--- src/rtl/fetch_unit_if.sv ---
// Fetch front-end bundle: pc_next input, imem request/response channel, instruction output and status.
// master = fetch unit side, slave = memory / downstream / next-PC side.
interface fetch_unit_if #(
  parameter int XLEN = 32
);
  logic [XLEN-1:0] pc_next;
  logic            imem_req_valid;
  logic            imem_req_ready;
  logic [XLEN-1:0] imem_addr;
  logic            imem_rsp_valid;
  logic [31:0]     imem_rsp_data;
  logic            imem_rsp_err;
  logic [XLEN-1:0] pc;
  logic            inst_valid;
  logic            inst_ready;
  logic [31:0]     inst;
  logic [XLEN-1:0] inst_pc;
  logic            fault;
  logic [1:0]      fault_cause;
  logic [XLEN-1:0] fault_pc;
  logic [31:0]     fetch_count;

  modport master (
    input  pc_next, imem_req_ready, imem_rsp_valid, imem_rsp_data, imem_rsp_err, inst_ready,
    output imem_req_valid, imem_addr, pc, inst_valid, inst, inst_pc,
           fault, fault_cause, fault_pc, fetch_count
  );

  modport slave (
    output pc_next, imem_req_ready, imem_rsp_valid, imem_rsp_data, imem_rsp_err, inst_ready,
    input  imem_req_valid, imem_addr, pc, inst_valid, inst, inst_pc,
           fault, fault_cause, fault_pc, fetch_count
  );
endinterface

--- src/rtl/fetch_unit.sv ---
// Instruction fetch: PC register, one imem read per instruction, sticky fault on misalign/bus error.
// Zero-wait throughput 1 inst / 3 cycles; stalls on imem_req_ready, imem_rsp_valid and inst_ready.
module fetch_unit #(
  parameter int              XLEN     = 32,
  parameter logic [XLEN-1:0] RESET_PC = '0
) (
  input logic          clk,
  input logic          rstn,
  fetch_unit_if.master bus
);
  typedef enum logic [2:0] {IDLE, REQ, WAIT, HOLD, FAULT} state_t;

  state_t          state, state_nxt;
  logic [XLEN-1:0] pc_q;
  logic [XLEN-1:0] fault_pc_q;
  logic [31:0]     inst_q;
  logic [31:0]     fetch_count_q;
  logic [1:0]      fault_cause_q;
  logic            req_valid, inst_valid, fault;

  logic rsp_ok, rsp_bad, inst_hs, target_ok;

  assign rsp_ok    = (state == WAIT) && bus.imem_rsp_valid && !bus.imem_rsp_err;
  assign rsp_bad   = (state == WAIT) && bus.imem_rsp_valid && bus.imem_rsp_err;
  assign inst_hs   = (state == HOLD) && bus.inst_ready;
  assign target_ok = (bus.pc_next[1:0] == 2'b00);

  always_ff @(posedge clk or negedge rstn) begin
    if (!rstn) state <= IDLE;
    else       state <= state_nxt;
  end

  always_comb begin
    state_nxt = state;
    case (state)
      IDLE:    state_nxt = REQ;
      REQ:     if (bus.imem_req_ready) state_nxt = WAIT;
      WAIT:    if (rsp_ok) state_nxt = HOLD;
               else if (rsp_bad) state_nxt = FAULT;
      HOLD:    if (inst_hs) state_nxt = target_ok ? REQ : FAULT;
      FAULT:   state_nxt = FAULT;
      default: state_nxt = IDLE;
    endcase
  end

  always_comb begin
    req_valid  = (state == REQ);
    inst_valid = (state == HOLD);
    fault      = (state == FAULT);
  end

  // A misaligned target is reported but never loaded, so pc keeps pointing at the faulting instruction.
  always_ff @(posedge clk or negedge rstn) begin
    if (!rstn) begin
      pc_q          <= RESET_PC;
      inst_q        <= '0;
      fetch_count_q <= '0;
      fault_cause_q <= 2'b00;
      fault_pc_q    <= '0;
    end else begin
      if (rsp_ok) inst_q <= bus.imem_rsp_data;
      if (rsp_bad) begin
        fault_cause_q <= 2'b10;
        fault_pc_q    <= pc_q;
      end
      if (inst_hs) begin
        fetch_count_q <= fetch_count_q + 32'd1;
        if (target_ok) begin
          pc_q <= bus.pc_next;
        end else begin
          fault_cause_q <= 2'b01;
          fault_pc_q    <= bus.pc_next;
        end
      end
    end
  end

  assign bus.imem_req_valid = req_valid;
  assign bus.imem_addr      = pc_q;
  assign bus.pc             = pc_q;
  assign bus.inst_valid     = inst_valid;
  assign bus.inst           = inst_q;
  assign bus.inst_pc        = pc_q;
  assign bus.fault          = fault;
  assign bus.fault_cause    = fault_cause_q;
  assign bus.fault_pc       = fault_pc_q;
  assign bus.fetch_count    = fetch_count_q;
endmodule
--- src/flat_wrapper.sv ---
// flat-port wrapper written by rule: the top's interface ports become plain ports
module fetch_unit_flat 
#(
  parameter int              XLEN     = 32,
  parameter logic [XLEN-1:0] RESET_PC = '0
)
  (clk, rstn, bus_pc_next, bus_imem_req_ready, bus_imem_rsp_valid, bus_imem_rsp_data, bus_imem_rsp_err, bus_inst_ready, bus_imem_req_valid, bus_imem_addr, bus_pc, bus_inst_valid, bus_inst, bus_inst_pc, bus_fault, bus_fault_cause, bus_fault_pc, bus_fetch_count);
  fetch_unit_if #(.XLEN(XLEN)) bus_i ();
  input logic clk;
  input logic rstn;
  input wire logic [$bits(bus_i.pc_next)-1:0] bus_pc_next;
  input wire logic [$bits(bus_i.imem_req_ready)-1:0] bus_imem_req_ready;
  input wire logic [$bits(bus_i.imem_rsp_valid)-1:0] bus_imem_rsp_valid;
  input wire logic [$bits(bus_i.imem_rsp_data)-1:0] bus_imem_rsp_data;
  input wire logic [$bits(bus_i.imem_rsp_err)-1:0] bus_imem_rsp_err;
  input wire logic [$bits(bus_i.inst_ready)-1:0] bus_inst_ready;
  output wire logic [$bits(bus_i.imem_req_valid)-1:0] bus_imem_req_valid;
  output wire logic [$bits(bus_i.imem_addr)-1:0] bus_imem_addr;
  output wire logic [$bits(bus_i.pc)-1:0] bus_pc;
  output wire logic [$bits(bus_i.inst_valid)-1:0] bus_inst_valid;
  output wire logic [$bits(bus_i.inst)-1:0] bus_inst;
  output wire logic [$bits(bus_i.inst_pc)-1:0] bus_inst_pc;
  output wire logic [$bits(bus_i.fault)-1:0] bus_fault;
  output wire logic [$bits(bus_i.fault_cause)-1:0] bus_fault_cause;
  output wire logic [$bits(bus_i.fault_pc)-1:0] bus_fault_pc;
  output wire logic [$bits(bus_i.fetch_count)-1:0] bus_fetch_count;
  assign bus_i.pc_next = bus_pc_next;
  assign bus_i.imem_req_ready = bus_imem_req_ready;
  assign bus_i.imem_rsp_valid = bus_imem_rsp_valid;
  assign bus_i.imem_rsp_data = bus_imem_rsp_data;
  assign bus_i.imem_rsp_err = bus_imem_rsp_err;
  assign bus_i.inst_ready = bus_inst_ready;
  assign bus_imem_req_valid = bus_i.imem_req_valid;
  assign bus_imem_addr = bus_i.imem_addr;
  assign bus_pc = bus_i.pc;
  assign bus_inst_valid = bus_i.inst_valid;
  assign bus_inst = bus_i.inst;
  assign bus_inst_pc = bus_i.inst_pc;
  assign bus_fault = bus_i.fault;
  assign bus_fault_cause = bus_i.fault_cause;
  assign bus_fault_pc = bus_i.fault_pc;
  assign bus_fetch_count = bus_i.fetch_count;
  fetch_unit #(.XLEN(XLEN), .RESET_PC(RESET_PC)) u_core (.clk(clk), .rstn(rstn), .bus(bus_i));
endmodule
--- config.mk ---
export PLATFORM = sky130hd
export DESIGN_NAME = fetch_unit_flat
export DESIGN_NICKNAME = d
export VERILOG_FILES = /design/src/rtl/fetch_unit_if.sv /design/src/rtl/fetch_unit.sv /design/src/flat_wrapper.sv
export SDC_FILE = /design/constraint.sdc
export NUM_CORES = 1
export LEC_CHECK = 0
export CELL_PAD_IN_SITES_DETAIL_PLACEMENT = 1
export CELL_PAD_IN_SITES_GLOBAL_PLACEMENT = 2
export CORE_AREA = 2 2 151 153
export DETAILED_ROUTE_END_ITERATION = 10
export DIE_AREA = 0 0 153 155
export GPL_TIMING_DRIVEN = 0
export PLACE_DENSITY = 0.84
export SLEW_MARGIN = 40
export SYNTH_ARGS = -nofsm -noshare
export SYNTH_HDL_FRONTEND = slang
export SYNTH_SLANG_ARGS = --single-unit
--- constraint.sdc ---
create_clock -name clk -period 3.48 [get_ports clk]
set_clock_uncertainty 0.2 [all_clocks]
set_input_delay 0.522 -clock clk [delete_from_list [all_inputs] [get_ports clk]]
set_output_delay 0.522 -clock clk [all_outputs]
set_load 0.01 [all_outputs]
# Yosys cells after proc, flatten, opt, wreduce, memory -nomap -nowiden
# Cells that the tools add are included.
[totals]
reg_bits = 133
out_inout_bits = 197
word_cells = 35
[op_classes]
addsub = 1
n_eq_ne = 7
muxes = 12
reduce_logical = 9
[ops]
columns = ["operator", "count"]
rows = [
  ["$mux 32", 3],
  ["$add 32x1->32 const B", 1],
  ["$mux 3", 5],
  ["$pmux 3 s5", 1],
  ["$eq 3x2->1 const B", 2],
  ["$mux 2", 3],
  ["$logic_and 1x1->1", 4],
  ["$eq 3x1->1 const B", 1],
  ["$eq 3x3->1 const B", 1],
  ["$logic_not 3->1", 1],
  ["$ne 3x1->1 const B", 1],
  ["$reduce_and 3->1", 1],
  ["$logic_not 2->1", 1],
  ["$ne 2x1->1 const B", 1],
  ["$ne 2x2->1 const B", 1],
  ["$reduce_and 2->1", 1],
  ["$logic_not 1->1", 1],
]

# Depth between registers and ports, before layout
[logic_depth]
depth_word = 6
ltp_mapped = 7

# Least setup slack after synthesis
# Ideal clock, no wire load.
[synth_timing]
kind = "input-to-reg"
from = "in bus_imem_rsp_valid"
to = "reg u_core.inst_q[10] (netlist: u_core.bus.inst[10])"
arrival_ns = 1.635
path_slack_ns = 1.520
path_stages = 4
path_buffers = 1
cell_sequence = "nor2b_1 -> nor3b_4 -> buf_2 -> mux2_2"
[synth_between]
elab_chain_len = 2
[synth_rtl]
columns = ["element", "line_no", "source"]
rows = [
  ["start: declaration", "flat_wrapper.sv:13", "input wire logic [$bits(bus_i.imem_rsp_valid)-1:0] bus_imem_rsp_valid;"],
  ["$logic_and 1x1->1 (2 in a row)", "fetch_unit.sv:23", "assign rsp_ok = (state == WAIT) && bus.imem_rsp_valid && !bus.imem_rsp_err;"],
  ["end signal: assignment", "fetch_unit.sv:61", "if (rsp_ok) inst_q <= bus.imem_rsp_data;"],
  ["end: declaration", "fetch_unit.sv:16", "logic [31:0] inst_q;"],
]
# No other way between the ends.
# A chain may end at the register's enable or synchronous reset.

# Final worst setup path
[layout_timing]
from = "reg u_core.state[1]"
to = "out bus_imem_req_valid"
[layout_between]
elab_chain_len = 1
[layout_rtl]
columns = ["element", "line_no", "source"]
rows = [
  ["start: declaration", "fetch_unit.sv:13", "state_t state, state_nxt;"],
  ["start signal: assignment", "fetch_unit.sv:30", "else state <= state_nxt;"],
  ["$eq 3x1->1", "fetch_unit.sv:47", "req_valid = (state == REQ);"],
  ["end: declaration", "flat_wrapper.sv:17", "output wire logic [$bits(bus_i.imem_req_valid)-1:0] bus_imem_req_valid;"],
]
# No other way between the ends.

==> flow_metrics.env <==
export IMPL_status="finished, final reports clean"
export IMPL_numCtsBuffers=17
export IMPL_grt_total_usage=0.151
export IMPL_synth_xor_xnor_area_share=0.0446
export IMPL_finalSetupViolations=0
export IMPL_wl_um=17500
export IMPL_powerDensity_nw_per_um2=820
export IMPL_clk_transition_reported_paths_ns=0.06
export IMPL_drtIter0Drc=105
export IMPL_grt_util_met2=0.242
export IMPL_hold_start="u_core.bus.fetch_count[31]$_DFFE_PN0N_"
export IMPL_intPower_mw=5.66
export IMPL_dpl_hpwl_um=13100
export IMPL_vias=4715
export IMPL_stdcell_count=1082
export IMPL_dieArea_um2=23700
export IMPL_port_buffers=266
export IMPL_cts_sinks=133
export IMPL_crit_path_end_kind="output pin"
export IMPL_maxCapViolations=0
export IMPL_final_cell_area_um2=9810
export IMPL_hold_viol_final=0
export IMPL_rrSetupSlack_ns=1.17
export IMPL_rows=55
export IMPL_syn_inst=497
export IMPL_vdd_drop_max_mv=0.338
export IMPL_switching_share=0.297
export IMPL_grt_max_degree=70
export IMPL_power_leakage_nw=4.51
export IMPL_clock_fmax_mhz=390
export IMPL_grt_busiest_layer="met2"
export IMPL_grt_overflow_total=0
export IMPL_antenna_left=0
export IMPL_ctsLongestPathBuffers=2
export IMPL_fillers=2375
export IMPL_synthDistinctLibCells=43
export IMPL_syn_mean_instance_area_um2=12.3
export IMPL_netlist_top_cells_area="dfrtp_1, buf_4, mux2_2"
export IMPL_min_to="u_core.bus.fetch_count[31]$_DFFE_PN0N_"
export IMPL_fp_dieW_um=153
export IMPL_cp_data_required_time_ns=2.76
export IMPL_grt_util_met3=0.0482
export IMPL_initial_utilization=0.274
export IMPL_die_height_um=155
export IMPL_synth_top_cell_by_area="dfrtp_1"
export IMPL_nNetsFinal=855
export IMPL_post_cts_buffers=0
export IMPL_worstMarginPinSlew_ns=0.721
export IMPL_synthSimpleGateAreaFrac=0.104
export IMPL_seqPwrFrac=0.315
export IMPL_mappedNetlistNets=568
export IMPL_synthAdderAreaFrac=0.00205
export IMPL_syn_cell_area_um2=6090
export IMPL_antenna_found_initial=0
export IMPL_pwr_share_clk=0.249
export IMPL_async_reset_ff_frac=1.00
export IMPL_io_pins=267
export IMPL_rr_worst_depth=7
export IMPL_first_global_vias=4899
export IMPL_hold_class="reg2reg"
export IMPL_core_area_um2=22200
export IMPL_synth_compound_area_frac=0.0351
export IMPL_wl_per_cell_um=16.2
export IMPL_cp_cell_sequence="buf_4, nor3b_1, clkdlybuf4s50_1"
export IMPL_synth_edf_count=0
export IMPL_ctsHoldBuffers=1
export IMPL_cts_root_buf="clkbuf_16"
export IMPL_grt_pass1_wl_um=28300
export IMPL_slew_headroom=0.515
export IMPL_yosys_mux_area_fraction=0.167
export IMPL_drive_above_1_share=0.196
export IMPL_syn_to_final_growth_pct=61.0
export IMPL_cp_max_fo=8
export IMPL_gp_congestion=0.721
export IMPL_r2r_start="u_core.state[0]$_DFFE_PN0P_"
export IMPL_crit_path_start_kind="register"
export IMPL_fin_crit_sh=0.737
export IMPL_insertion_delay_ns=0.41
export IMPL_use_met1=0.195
export IMPL_p_switching_mw=2.39
export IMPL_ys_seq_area_frac=0.546
export IMPL_ys_flop_type="dfrtp_1"
export IMPL_place_area_um2=9150
export IMPL_viasPerCell=4.36
export IMPL_firstDrtPassIters=4
export IMPL_n_antenna_cell=0
export IMPL_path_class="reg2out"
export IMPL_p_comb_frac=0.436
export IMPL_drc=0
export IMPL_dp_cells=1049
export IMPL_cp_slowest_cell="clkdlybuf4s50_1"
export IMPL_reg2reg_to="u_core.bus.fault_pc[30]$_DFF_PN0_"
export IMPL_htree_levels=4
export IMPL_ys_seq_elements=133
export IMPL_holdPathStages=1
export IMPL_ys_warn_count=0
export IMPL_rsz0062_at_grt="no"
export IMPL_slowest_delay_ns=0.62
export IMPL_min_period_ns=2.57
export IMPL_cp_arrival_ns=1.84
export IMPL_yosysTopAreaCellShare=0.546
export IMPL_drv_slew=0
export IMPL_cts_tree="yes"
export IMPL_synth_top_family_by_area="multiplexers"
export IMPL_cts_resized_gates=0
[logic make-up (layout without fill, tap and decap cells)]
group,count (synthesis),in the layout
xor+xnor,31,31
mux,94,94
compound gates,39,39
buf+inv,88,388
flops,133,133
fa+ha+maj,1,1
simple gates,111,111
[metrics by stage]
step                      hold WS (ns)  setup slack, ns  TNS [ns]  utilization  total power, mW
after CTS                        0.277            0.885         0        0.441             8.19
final                            0.275            0.914         0        0.441             8.05
after detailed placement         0.270            0.561         0        0.411             6.14
after global placement           0.259            -4.09   -542.35        0.410             6.05
after global routing             0.304            0.804         0        0.441             8.52
after floorplan                 0.0264             1.52         0            -             4.02
[how the worst max path moves through the flow]
stage	start	endpoint	slack, ns	depth (start not counted)
after floorplan	bus_imem_rsp_valid	u_core.bus.inst[10]$_DFFE_PN0P_	1.52	4
after global placement	rstn	u_core.bus.inst[20]$_DFFE_PN0P_	-4.09	1
after detailed placement	bus_inst_ready	u_core.bus.fault_pc[8]$_DFF_PN0_	0.56	7
after CTS	u_core.state[1]$_DFFE_PN0P_	bus_imem_req_valid	0.88	3
after global routing	u_core.state[1]$_DFFE_PN0P_	bus_inst_valid	0.80	4
final	u_core.state[1]$_DFFE_PN0P_	bus_imem_req_valid	0.91	3
[sequential cells by signal, indices dropped and copies added (netlist names)]
name	cells
u_core.state	3
u_core.bus.imem_addr	32
u_core.bus.fault_cause	2
u_core.bus.fault_pc	32
u_core.bus.inst	32
u_core.bus.fetch_count	32
[area by class of cell]
class                   instances  area (um^2)  share of cell area
repair buffers                268         2710               0.276
clock buffers                  20          457              0.0465
inverters                       3         11.3             0.00115
flip-flops and latches        133         3330               0.339
plain buffers                  85          602              0.0613
multi-input cells             276         2150               0.219
clock inverters                12          201              0.0205
well taps                     285          357              0.0363
[cell usage after synthesis (all sizes together) (6+ instances only)]
library cell / count
a21oi: 31
buf: 77
clkbuf: 8
dfrtp: 133
mux2: 63
mux2i: 31
nand2: 18
nand3: 11
nand4: 10
nor2: 35
nor3b: 6
xnor2: 19
xor2: 12
[worst max-delay path: cells and delay by family, from the launching register on]
family | cells | cell delay, ns
buffers and inverters | 2 | 0.78
DFF | 1 | 0.35
and+or+nand+nor | 1 | 0.31
[power groups by stage]
stage	Combinational [mW]	Clock, mW	Sequential [mW]
6_report	3.51	2.00	2.54
3_3_place_gp	3.50	0	2.55
2_1_floorplan	1.27	0	2.75
4_1_cts	3.57	2.06	2.56
5_1_grt	3.75	2.14	2.64
3_5_place_dp	3.56	0	2.58
[cells in the final DEF (no fill, tap or decap), types with 12 or more instances in the layout]
cell type,n
xnor2_1,19
nor2_1,35
dfrtp_1,133
nand2_1,18
clkbuf_16,17
mux2_1,28
xor2_1,12
buf_4,67
mux2i_1,31
clkdlybuf4s50_1,265
a21oi_1,31
mux2_2,35
[routing by layer]
layer  vias to the layer above  share of wire
met4                         0          0.015
li1                       2223              -
met1                      2309           0.44
met2                       171           0.48
met3                        12          0.071
met5                         -              0
Note: power is estimated with default switching activity, not from simulation.
